===== src/rtl/usr_serial_tx_ctrl.sv =====
// Parallel-in/serial-out sequencer for universal_shift_register: loads each accepted word,
// then shifts it out one bit per serial handshake, with stall, abort and flush handling.
module usr_serial_tx_ctrl #(
  parameter int N    = 8,
  parameter bit DIR  = 1'b0,
  parameter bit FILL = 1'b0
) (
  input  logic         clk,
  input  logic         clear,
  input  logic         abort,
  input  logic         in_valid,
  output logic         in_ready,
  input  logic [N-1:0] in_data,
  output logic         ser_valid,
  input  logic         ser_ready,
  output logic         ser_data,
  output logic         ser_last,
  output logic         busy,
  output logic         usr_enable,
  output logic         usr_s1,
  output logic         usr_s0,
  output logic         usr_msb_in,
  output logic         usr_lsb_in,
  output logic         usr_clear,
  output logic [N-1:0] usr_I,
  input  logic [N-1:0] usr_Q,
  output logic [1:0]   state_dbg
);

  localparam logic [1:0] FLUSH = 2'd0;
  localparam logic [1:0] IDLE  = 2'd1;
  localparam logic [1:0] LOAD  = 2'd2;
  localparam logic [1:0] SHIFT = 2'd3;

  localparam int              CW       = $clog2(N);
  localparam logic [CW-1:0]   CNT_LAST = CW'(N - 1);
  localparam logic [N-1:0]    OUT_MASK = DIR ? {1'b1, {(N-1){1'b0}}} : {{(N-1){1'b0}}, 1'b1};

  // Handshakes: a word moves when in_valid && in_ready at a rising edge; a bit moves when
  // ser_valid && ser_ready. in_ready never looks at in_valid, ser_valid never looks at ser_ready.
  logic [1:0]    state, next_state;
  logic [CW-1:0] cnt, next_cnt;
  logic [N-1:0]  hold, next_hold;

  always_ff @(posedge clk) begin
    if (clear) begin
      state <= FLUSH;
      cnt   <= '0;
      hold  <= '0;
    end else begin
      state <= next_state;
      cnt   <= next_cnt;
      hold  <= next_hold;
    end
  end

  assign state_dbg  = state;
  assign usr_I      = hold;
  assign usr_msb_in = FILL;
  assign usr_lsb_in = FILL;
  // The outgoing bit sits at the end of the register that is about to be shifted away.
  assign ser_data   = |(usr_Q & OUT_MASK);

  always_comb begin
    next_state = state;
    next_cnt   = cnt;
    next_hold  = hold;
    in_ready   = 1'b0;
    ser_valid  = 1'b0;
    ser_last   = 1'b0;
    busy       = 1'b1;
    usr_enable = 1'b0;
    usr_s1     = 1'b0;
    usr_s0     = 1'b0;
    usr_clear  = 1'b0;
    case (state)
      FLUSH: begin
        usr_enable = 1'b1;
        usr_clear  = 1'b1;
        next_cnt   = '0;
        next_state = IDLE;
      end
      IDLE: begin
        in_ready = 1'b1;
        busy     = 1'b0;
        if (in_valid) begin
          next_hold  = in_data;
          next_state = LOAD;
        end
      end
      LOAD: begin
        next_cnt = '0;
        if (abort) begin
          next_state = FLUSH;
        end else begin
          usr_enable = 1'b1;
          usr_s1     = 1'b1;
          usr_s0     = 1'b1;
          next_state = SHIFT;
        end
      end
      SHIFT: begin
        if (abort) begin
          next_cnt   = '0;
          next_state = FLUSH;
        end else begin
          ser_valid = 1'b1;
          ser_last  = (cnt == CNT_LAST);
          // A stalled beat leaves the register untouched so the same bit is offered again.
          if (ser_ready) begin
            usr_enable = 1'b1;
            usr_s1     = DIR;
            usr_s0     = ~DIR;
            if (cnt == CNT_LAST) begin
              next_cnt   = '0;
              next_state = IDLE;
            end else begin
              next_cnt = cnt + CW'(1);
            end
          end
        end
      end
      default: next_state = FLUSH;
    endcase
  end

endmodule

===== config.mk =====
export PLATFORM = sky130hd
export DESIGN_NAME = usr_serial_tx_ctrl
export DESIGN_NICKNAME = d
export VERILOG_FILES = /design/src/rtl/usr_serial_tx_ctrl.sv
export SDC_FILE = /design/constraint.sdc
export NUM_CORES = 1
export LEC_CHECK = 0
export BUFFER_PORTS_ARGS = -buffer_cell sky130_fd_sc_hd__buf_2
export CORE_MARGIN = 3
export CORE_UTILIZATION = 45
export CTS_CLUSTER_DIAMETER = 60
export CTS_CLUSTER_SIZE = 12
export DETAILED_ROUTE_END_ITERATION = 7
export PLACE_DENSITY = 0.85
export SLEW_MARGIN = 20
export SYNTH_ARGS = -nofsm -noshare
export SYNTH_HDL_FRONTEND = slang
export SYNTH_SLANG_ARGS = --single-unit

===== constraint.sdc =====
create_clock -name clk -period 2.86 [get_ports clk]
set_input_delay 0.286 -clock clk [delete_from_list [all_inputs] [get_ports clk]]
set_output_delay 0.286 -clock clk [all_outputs]
set_load 0.005 [all_outputs]

==> impl_metrics.csv, run 1 <==
group,metric,value,unit
route,num_vias,604,
timing,final-setup-viol-count,0,
floorplanning,die_y,45.8,µm
timing,tns,0,ps
cells_and_area,drive_above_1_share,0.327,
worst_setup_path,max_stage_delay,560,ps
global_routing,grt_antenna_before_repair,0,
placement,place_ws,1390,ps
timing,tightestPinTransition,581,ps
cells_and_area,fin_nets,128,
clock_network,hold_buffers,0,
timing,min_period,1550,ps
worst_setup_path,cp_num_buf_inv,1,
floorplanning,die_w,45.8,µm
worst_setup_path,crit_family,"flip-flops",
clock_network,clockBufferDepth,2,
timing,post-route-period-util,0.541,
timing,max_freq,0.646,GHz
clock_network,post_cts_buffers,0,
floorplanning,start_util,0.511,
job,maxCapViolCount,0,
clock_network,clockRootBuffer,"clkbuf_4",
power_and_ir_drop,power_leakage,0.407,nW
status,status,"completed",
worst_hold_path,hold_start,"in_data[3]",
clock_network,cts_resized,0,
timing,hold_viol_final,0,
synth,synthFlopType,"dfxtp_1",
synth,synth_area,714,µm²
route,wl,1370,µm
cells_and_area,area_growth,20.7,%
global_routing,grt.total_usage,0.151,
floorplanning,fp.coreArea,1400,µm²
timing,finalWorstSetupSlack,1310,ps
clock_network,cts_tree,"built",
power_and_ir_drop,p_int,276,µW
worst_setup_path,cp_slowest_cell,"dfxtp_1",
placement,port_buffers,30,
route,ant_nets,0,
floorplanning,io_pins,42,
placement,finalWeightedCongestion,0.730,
clock_network,clkLatencyLatePin,270,ps
power_and_ir_drop,switching_share,0.254,
cells_and_area,fin_area,862,µm²
synth,syn_area_per_cell,9.28,µm²
power_and_ir_drop,p_sw,93.9,µW
worst_setup_path,cp_max_fo,13,
worst_setup_path,endpoint_kind,"output port",
worst_hold_path,hp-class,"in2reg",
synth,synth_cell_types,25,
power_and_ir_drop,clkPwrFrac,0.300,
worst_setup_path,critPathKind,"reg2out",
placement,placed_area,836,µm²
worst_setup_path,path_cells,"and3b_1 -> and2_1 -> buf_2",
clock_network,cts_num_sinks,13,
timing,drv_slew,0,
floorplanning,dieArea,2100,µm²
route,firstDrtPassIters,3,
global_routing,overflow,0,
synth,synthArstFlopShare,0,
timing,worst_clock_skew,5.00,ps
synth,synth_top_area_cell,"dfxtp_1",
clock_network,cts.clk_slew.worst_paths,80,ps
timing,rsz0062_at_grt,"no",
synth,synth.yosys.warnings,0,
power_and_ir_drop,vdd_ir_drop_max,0.000306,V
power_and_ir_drop,pwr-share-seq,0.537,
clock_network,cts_buffers,3,
clock_network,ctsHtreeMaxLevel,1,
global_routing,grt_start_max_net_pins,24,
synth,ys_seq_area_frac,0.364,
synth,netlist_top_cells_area,"dfxtp_1 (36%), nand2b_1 (16%), mux2i_1 (11%), nand3b_1 (4.2%), o32ai_1 (3.7%)",
global_routing,grt_pass1_vias,563,
timing,maxSlewHeadroom,0.613,
route,viasPerCell,5.08,
global_routing,grt_pass1_wl,2330,µm
synth,syn_inst,77,
synth,synth_common_cells,"nand2b_1 (18), dfxtp_1 (13), mux2i_1 (8), inv_1 (5), nand3b_1 (4)",
power_and_ir_drop,power_frac_comb,0.163,
route,drc,0,
worst_setup_path,startpoint,"state_dbg[1]",
synth,yosys_register_bits,13,
route,wl_per_cell,11.5,µm
power_and_ir_drop,power_density,429,nW/µm²
synth,synth_edf_count,0,
worst_setup_path,startpoint_type,"flop",
worst_setup_path,r2r_start,"state_dbg[0]",
cells_and_area,final_core_util,0.616,
worst_setup_path,cp_data_required_time,2570,ps
worst_setup_path,cp.arrival,1260,ps
route,drtIter0Drc,14,
placement,dp_hpwl,1030,µm
floorplanning,num_rows,13,
cells_and_area,diodes,0,
synth,synth_top_area_frac,0.364,
synth,synth_most_common_cell,"nand2b_1",
## metrics by stage
step	power (mW)	hold WS (ps)	cells
2_1_floorplan	0.241	382	78
3_3_place_gp	0.262	455	115
3_5_place_dp	0.264	464	115
4_1_cts	0.374	266	119
5_1_grt	0.391	282	119
6_report	0.370	267	119
## flip-flops by register name, indices dropped and copies added, names as in the netlist
register / count
state_dbg: 2
cnt: 3
usr_I: 8
## cell families after synthesis
family | after synthesis | synth area share
AO/OA/AOI/OAI | 8 | 0.0946
adder cells (fa/ha/maj) | 2 | 0.0350
buffers and inverters | 13 | 0.0981
flip-flops | 13 | 0.364
multiplexers | 8 | 0.112
other | 1 | 0.00525
AND/OR/NAND/NOR | 32 | 0.291
## final cells by class
| cell class | instances | area (µm²) |
|---|---|---|
| Tap cell | 15 | 18.8 |
| Timing Repair Buffer | 30 | 150 |
| Multi-Input combinational cell | 52 | 388 |
| Sequential cell | 13 | 260 |
| Inverter | 5 | 18.8 |
| Clock buffer | 4 | 26.3 |
| Fill cell | 142 | 537 |
## power by group through the flow
stage,clock [mW],combinational [mW],sequential [mW]
global placement,0,0.0593,0.202
CTS,0.114,0.0615,0.198
global route,0.123,0.0682,0.200
finish,0.111,0.0603,0.198
floorplan,0,0.0421,0.199
detailed placement,0,0.0612,0.203
## layer usage
metal,global-route usage,part of all wire,vias up
met5,0,0,-
li1,-,-,307
met1,0.177,0.43,270
met4,0.0511,0.012,0
met3,0.0237,0.073,4
met2,0.272,0.48,23
## tightest hold or removal path, cell delays in order
cell and delay (ps):
buf_2 90, nand2b_1 50, mux2i_1 60
## placed cells by master, fill, tap and decap left out
cell type / synthesis / routed
buf_2: 2 / 30
nand2b_1: 18 / 18
dfxtp_1: 13 / 13
mux2i_1: 8 / 8
inv_1: 5 / 5
nand3b_1: 4 / 4
o32ai_1: 3 / 3
clkbuf_4: 0 / 3
and3b_1: 2 / 2
nor2_1: 2 / 2
ha_1: 2 / 2
conb_1: 1 / 2
nor2b_1: 1 / 1
nand2_1: 1 / 1
a22oi_1: 1 / 1
a21oi_1: 1 / 1
and2_1: 1 / 1
a211oi_2: 1 / 1
o21a_1: 1 / 1
nand4bb_1: 1 / 1
nand3_1: 1 / 1
nor3b_1: 1 / 1
a22o_1: 1 / 1
clkbuf_1: 2 / 1
## final timing paths
path	endpoint	slack [ps]	cells past startpoint
min	usr_I[3]	270	3
max reg2reg	usr_I[7]	1370	2
max	ser_last	1310	3
min reg2reg	usr_I[0]	470	2
(Power assumes the default switching activity.)
==> run 2: changes to the inputs <==
- CORE_UTILIZATION: 45 -> 42
- PLACE_DENSITY: 0.85 -> 0.81
- clock period: 2.86 -> 1.6 ns (I/O delays scaled with it)
==> impl_metrics.csv, run 2 (synthesized netlist as in run 1, its figures left out) <==
group,metric,value,unit
status,status,"completed",
clock_network,cts.clk_slew.worst_paths,70,ps
cells_and_area,largest_reg_flops,8,
route,wl_per_cell,11.6,µm
worst_setup_path,max_stage_delay,470,ps
timing,final-setup-viol-count,0,
power_and_ir_drop,power_density,755,nW/µm²
power_and_ir_drop,p_int,500,µW
placement,placed_cells,119,
clock_network,clockRootBuffer,"clkbuf_4",
clock_network,cts_resized,0,
cells_and_area,stdcell_count,123,
worst_setup_path,rr_endpoint,"usr_I[6]",
worst_setup_path,cp_max_fo,8,
cells_and_area,drive_above_1_share,0.346,
worst_setup_path,rrSetupSlack,450,ps
cells_and_area,n_fill_cell,144,
worst_setup_path,reg2regPathDepth,3,
cells_and_area,regArea,260,µm²
placement,place_ws,428,ps
clock_network,cts_tree,"built",
worst_setup_path,cp_num_buf_inv,2,
worst_setup_path,startpoint_type,"flop",
worst_hold_path,hp-class,"in2reg",
worst_setup_path,cp_slowest_cell,"dfxtp_1",
cells_and_area,fin_nets,131,
power_and_ir_drop,power_frac_comb,0.183,
worst_setup_path,cp_data_required_time,1440,ps
timing,tns,0,ps
job,maxCapViolCount,0,
global_routing,grt_antenna_before_repair,0,
global_routing,grt_pass1_wl,2150,µm
timing,max_freq,0.685,GHz
clock_network,post_cts_buffers,0,
clock_network,clkLatencyLatePin,270,ps
global_routing,overflow,0,
worst_setup_path,path_cells,"buf_4 -> and3b_1 -> and2_1 -> buf_2",
clock_network,cts_num_sinks,13,
worst_hold_path,min_to,"usr_I[0]",
timing,hold_viol_final,0,
cells_and_area,area_growth,24.0,%
timing,min_period,1460,ps
floorplanning,fp.coreArea,1560,µm²
worst_setup_path,endpoint_kind,"output port",
worst_setup_path,cp.arrival,1300,ps
floorplanning,num_rows,14,
floorplanning,dieArea,2230,µm²
clock_network,cts_buffers,3,
global_routing,grt.total_usage,0.133,
route,drc,0,
clock_network,ctsHtreeMaxLevel,1,
global_routing,grt_start_max_net_pins,24,
cells_and_area,diodes,0,
route,firstDrtPassIters,4,
worst_hold_path,whs_path_depth,3,
power_and_ir_drop,power_leakage,0.422,nW
clock_network,clockBufferDepth,2,
cells_and_area,multi_input_area,388,µm²
floorplanning,io_pins,42,
timing,finalWorstSetupSlack,139,ps
power_and_ir_drop,vdd_ir_drop_max,0.000467,V
global_routing,grt_pass1_vias,518,
route,ant_nets,0,
placement,dp_hpwl,1070,µm
worst_hold_path,hold_start,"in_data[0]",
power_and_ir_drop,p_sw,169,µW
floorplanning,die_w,47.2,µm
placement,port_buffers,30,
timing,post-route-period-util,0.913,
worst_setup_path,critPathKind,"reg2out",
power_and_ir_drop,clkPwrFrac,0.296,
power_and_ir_drop,pwr-share-seq,0.521,
route,num_vias,618,
timing,rsz0062_at_grt,"no",
route,viasPerCell,5.02,
timing,worst_clock_skew,1.05,ps
cells_and_area,layout_common_cells,"buf_2 (30), nand2b_1 (18), dfxtp_1 (13)",
timing,drv_slew,0,
route,drtIter0Drc,9,
clock_network,hold_buffers,0,
floorplanning,start_util,0.458,
route,wl,1430,µm
power_and_ir_drop,switching_share,0.253,
floorplanning,die_y,47.2,µm
worst_setup_path,r2r_start,"state_dbg[0]",
worst_setup_path,crit_family,"flip-flops",
cells_and_area,final_common_cell,"buf_2",
placement,finalWeightedCongestion,0.620,
run 2: changes by cell type in the layout (fill, tap and decap cells not counted), sizes merged:
cell,change
buf,+3
run 2: layer usage:
metal	up-vias	routed length, µm	GRT usage	part of all wire
li1	313	-	-	-
met1	280	648	0.162	0.45
met2	25	679	0.230	0.47
met3	0	102	0.0230	0.071
met4	0	0	0.0497	0
met5	-	0	0	0
run 2: worst max path at each step:
stage,from,end,slack (ps),cells past startpoint
5_1_grt,state_dbg[0],ser_last,40,4
3_3_place_gp,state_dbg[0],ser_last,460,4
4_1_cts,state_dbg[0],ser_last,120,4
6_report,state_dbg[0],ser_last,140,4
2_1_floorplan,state_dbg[1],ser_last,570,3
3_5_place_dp,state_dbg[0],ser_last,430,4
run 2: area by class of cell:
type                       instances  share of cell area
timing repair buffer              33               0.195
clock buffer                       4              0.0297
multi-input combinational         52               0.438
tap                               16              0.0226
inverter                           5              0.0212
sequential                        13               0.294
run 2: metrics by stage:
stage / total power, mW / util / hold WS, ps / instance area (µm²)
CTS: 0.679 / 0.568 / 134 / 886
global placement: 0.475 / 0.551 / 320 / 860
floorplan: 0.430 / - / 256 / 718
detailed placement: 0.479 / 0.551 / 320 / 860
finish: 0.669 / 0.568 / 141 / 886
global route: 0.702 / 0.568 / 151 / 886
run 2: worst reg2reg max path, cell delays in order (launching register included):
cell	delay, ps
dfxtp_1	470
and3b_1	200
buf_4	210
mux2i_1	210
run 2: power by group through the flow:
stage,Sequential (mW),Combinational (mW),Clock (mW)
3_5_place_dp,0.356,0.123,0
6_report,0.349,0.122,0.198
5_1_grt,0.351,0.137,0.215
2_1_floorplan,0.355,0.0752,0
4_1_cts,0.349,0.124,0.206
3_3_place_gp,0.355,0.120,0
==> run 3: changes to the inputs <==
- ABC_AREA: not set -> 1
- CORE_UTILIZATION: 42 -> 41
- PLACE_DENSITY: 0.81 -> 0.8
==> impl_metrics.csv, run 3 <==
group,metric,value,unit
worst_setup_path,cp.arrival,1190,ps
cells_and_area,final_common_cell,"buf_2",
worst_setup_path,cp_data_required_time,1440,ps
route,num_vias,698,
floorplanning,fp.coreArea,1540,µm²
floorplanning,num_rows,14,
floorplanning,die_w,46.7,µm
global_routing,grt_pass1_wl,2250,µm
clock_network,cts.clk_slew.worst_paths,80,ps
floorplanning,die_y,46.7,µm
synth,synthFlopType,"dfxtp_1",
timing,drv_slew,0,
timing,tns,0,ps
job,maxCapViolCount,0,
synth,synth_common_cells,"nand2_1 (22), dfxtp_1 (13), nor2_1 (13), nand3_1 (10), a21oi_1 (9)",
worst_setup_path,r2r_start,"cnt[0]",
placement,placed_cells,136,
timing,post-route-period-util,0.846,
synth,synth_most_common_cell,"nand2_1",
cells_and_area,layout_common_cells,"buf_2 (30), nand2_1 (22), nor2_1 (13), dfxtp_1 (13), nand3_1 (10)",
cells_and_area,diodes,0,
worst_hold_path,whs_path_depth,3,
cells_and_area,largest_reg_flops,8,
timing,worst_clock_skew,5.20,ps
timing,hold_viol_final,0,
synth,syn_area_per_cell,7.31,µm²
clock_network,clkLatencyLatePin,270,ps
status,status,"completed",
worst_setup_path,startpoint,"state_dbg[0]",
route,viasPerCell,4.99,
route,drtIter0Drc,13,
clock_network,cts_num_sinks,13,
synth,synth_edf_count,0,
timing,rsz0062_at_grt,"no",
synth,synth_area,679,µm²
synth,ys_seq_area_frac,0.383,
clock_network,ctsHtreeMaxLevel,1,
global_routing,grt_antenna_before_repair,0,
cells_and_area,fin_nets,148,
floorplanning,dieArea,2180,µm²
route,firstDrtPassIters,4,
worst_setup_path,critPathKind,"reg2out",
clock_network,hold_buffers,0,
route,ant_nets,0,
global_routing,grt_pass1_vias,545,
route,drc,0,
synth,yosys_register_bits,13,
synth,synth_top_area_frac,0.383,
route,wl_per_cell,10.4,µm
synth,synth_top_area_cell,"dfxtp_1",
cells_and_area,fin_area,856,µm²
synth,netlist_top_cells_area,"dfxtp_1 (38%), nand2_1 (12%), nand3_1 (7.4%), nor2_1 (7.2%), a21oi_1 (6.6%)",
power_and_ir_drop,power_leakage,0.462,nW
global_routing,grt.total_usage,0.141,
worst_hold_path,hp-class,"in2reg",
worst_setup_path,startpoint_type,"flop",
floorplanning,start_util,0.441,
power_and_ir_drop,vdd_ir_drop_max,0.000605,V
worst_setup_path,cp_max_fo,6,
cells_and_area,n_fill_cell,152,
power_and_ir_drop,power_density,997,nW/µm²
clock_network,cts_resized,0,
clock_network,cts_tree,"built",
worst_setup_path,endpoint_kind,"output port",
placement,finalWeightedCongestion,0.761,
clock_network,clockRootBuffer,"clkbuf_4",
synth,synth.yosys.warnings,0,
cells_and_area,area_growth,26.0,%
cells_and_area,regArea,260,µm²
floorplanning,io_pins,42,
synth,synth_cell_types,21,
worst_setup_path,reg2regPathDepth,7,
placement,placed_area,830,µm²
global_routing,overflow,0,
cells_and_area,drive_above_1_share,0.355,
clock_network,post_cts_buffers,0,
cells_and_area,multi_input_area,359,µm²
global_routing,grt_start_max_net_pins,12,
clock_network,cts_buffers,3,
placement,dp_hpwl,1160,µm
worst_hold_path,hold_start,"in_data[6]",
clock_network,clockBufferDepth,2,
synth,syn_inst,93,
synth,synthArstFlopShare,0,
placement,port_buffers,30,
timing,max_freq,0.738,GHz
timing,min_period,1350,ps
timing,final-setup-viol-count,0,
route,wl,1450,µm
cells_and_area,stdcell_count,140,
==> run 3: cell count changes in the layout (fill, tap and decap cells not counted), sizes merged, moves of 2 or more <==
cell | previous run | this run
nand3 | 1 | 10
nand3b | 4 | 2
nor2 | 2 | 16
o21ai | 0 | 2
buf | 33 | 31
mux2i | 8 | 0
and3b | 2 | 0
o32ai | 3 | 0
nand2 | 1 | 25
nand2b | 18 | 0
a21oi | 1 | 9
==> run 3: cell families (layout without fill, tap and decap cells) <==
group,Yosys count,after routing,share of synthesized area
other,1,2,0.00552
AO/OA/AOI/OAI,12,12,0.107
AND/OR/NAND/NOR,53,53,0.374
adder cells (fa/ha/maj),2,2,0.0368
flip-flops,13,13,0.383
buffers and inverters,12,42,0.0939
==> run 3: through the flow <==
| stage | utilization | hold slack [ps] | setup WS (ps) | power (mW) |
|---|---|---|---|---|
| floorplan | - | 324 | 521 | 0.566 |
| global placement | 0.538 | 320 | 455 | 0.652 |
| detailed placement | 0.538 | 320 | 443 | 0.661 |
| CTS | 0.555 | 149 | 230 | 0.859 |
| global route | 0.555 | 152 | 166 | 0.911 |
| finish | 0.555 | 145 | 246 | 0.854 |
==> run 3: critical path: stages (launching register included) <==
cell and delay (ps):
dfxtp_1 420, buf_4 200, nand2_4 70, nor2_4 110, buf_2 120
==> run 3: final cells by class <==
class	count	area share
multi-input cells	69	0.420
flip-flops and latches	13	0.304
repair buffers	31	0.184
inverters	7	0.0380
clock buffers	4	0.0307
well taps	16	0.0234
==> run 3: path summary, 6_finish.rpt <==
kind | end | slack (ps)
max | ser_valid | 250
min | usr_I[6] | 140
max reg2reg | cnt[0] | 420
min reg2reg | usr_I[1] | 460
==> run 3: layer usage <==
metal | global-route usage | up-vias | wire length, µm
met1 | 0.189 | 315 | 629
met3 | 0.0273 | 2 | 102
met5 | 0 | - | 0
li1 | - | 354 | -
met4 | 0.0497 | 0 | 6
met2 | 0.225 | 27 | 713
==> run 3: power breakdown <==
group / internal (mW) / switching [mW]
Combinational: 0.112 / 0.154
Clock: 0.0966 / 0.106
Sequential: 0.356 / 0.0286
Total: 0.565 / 0.289
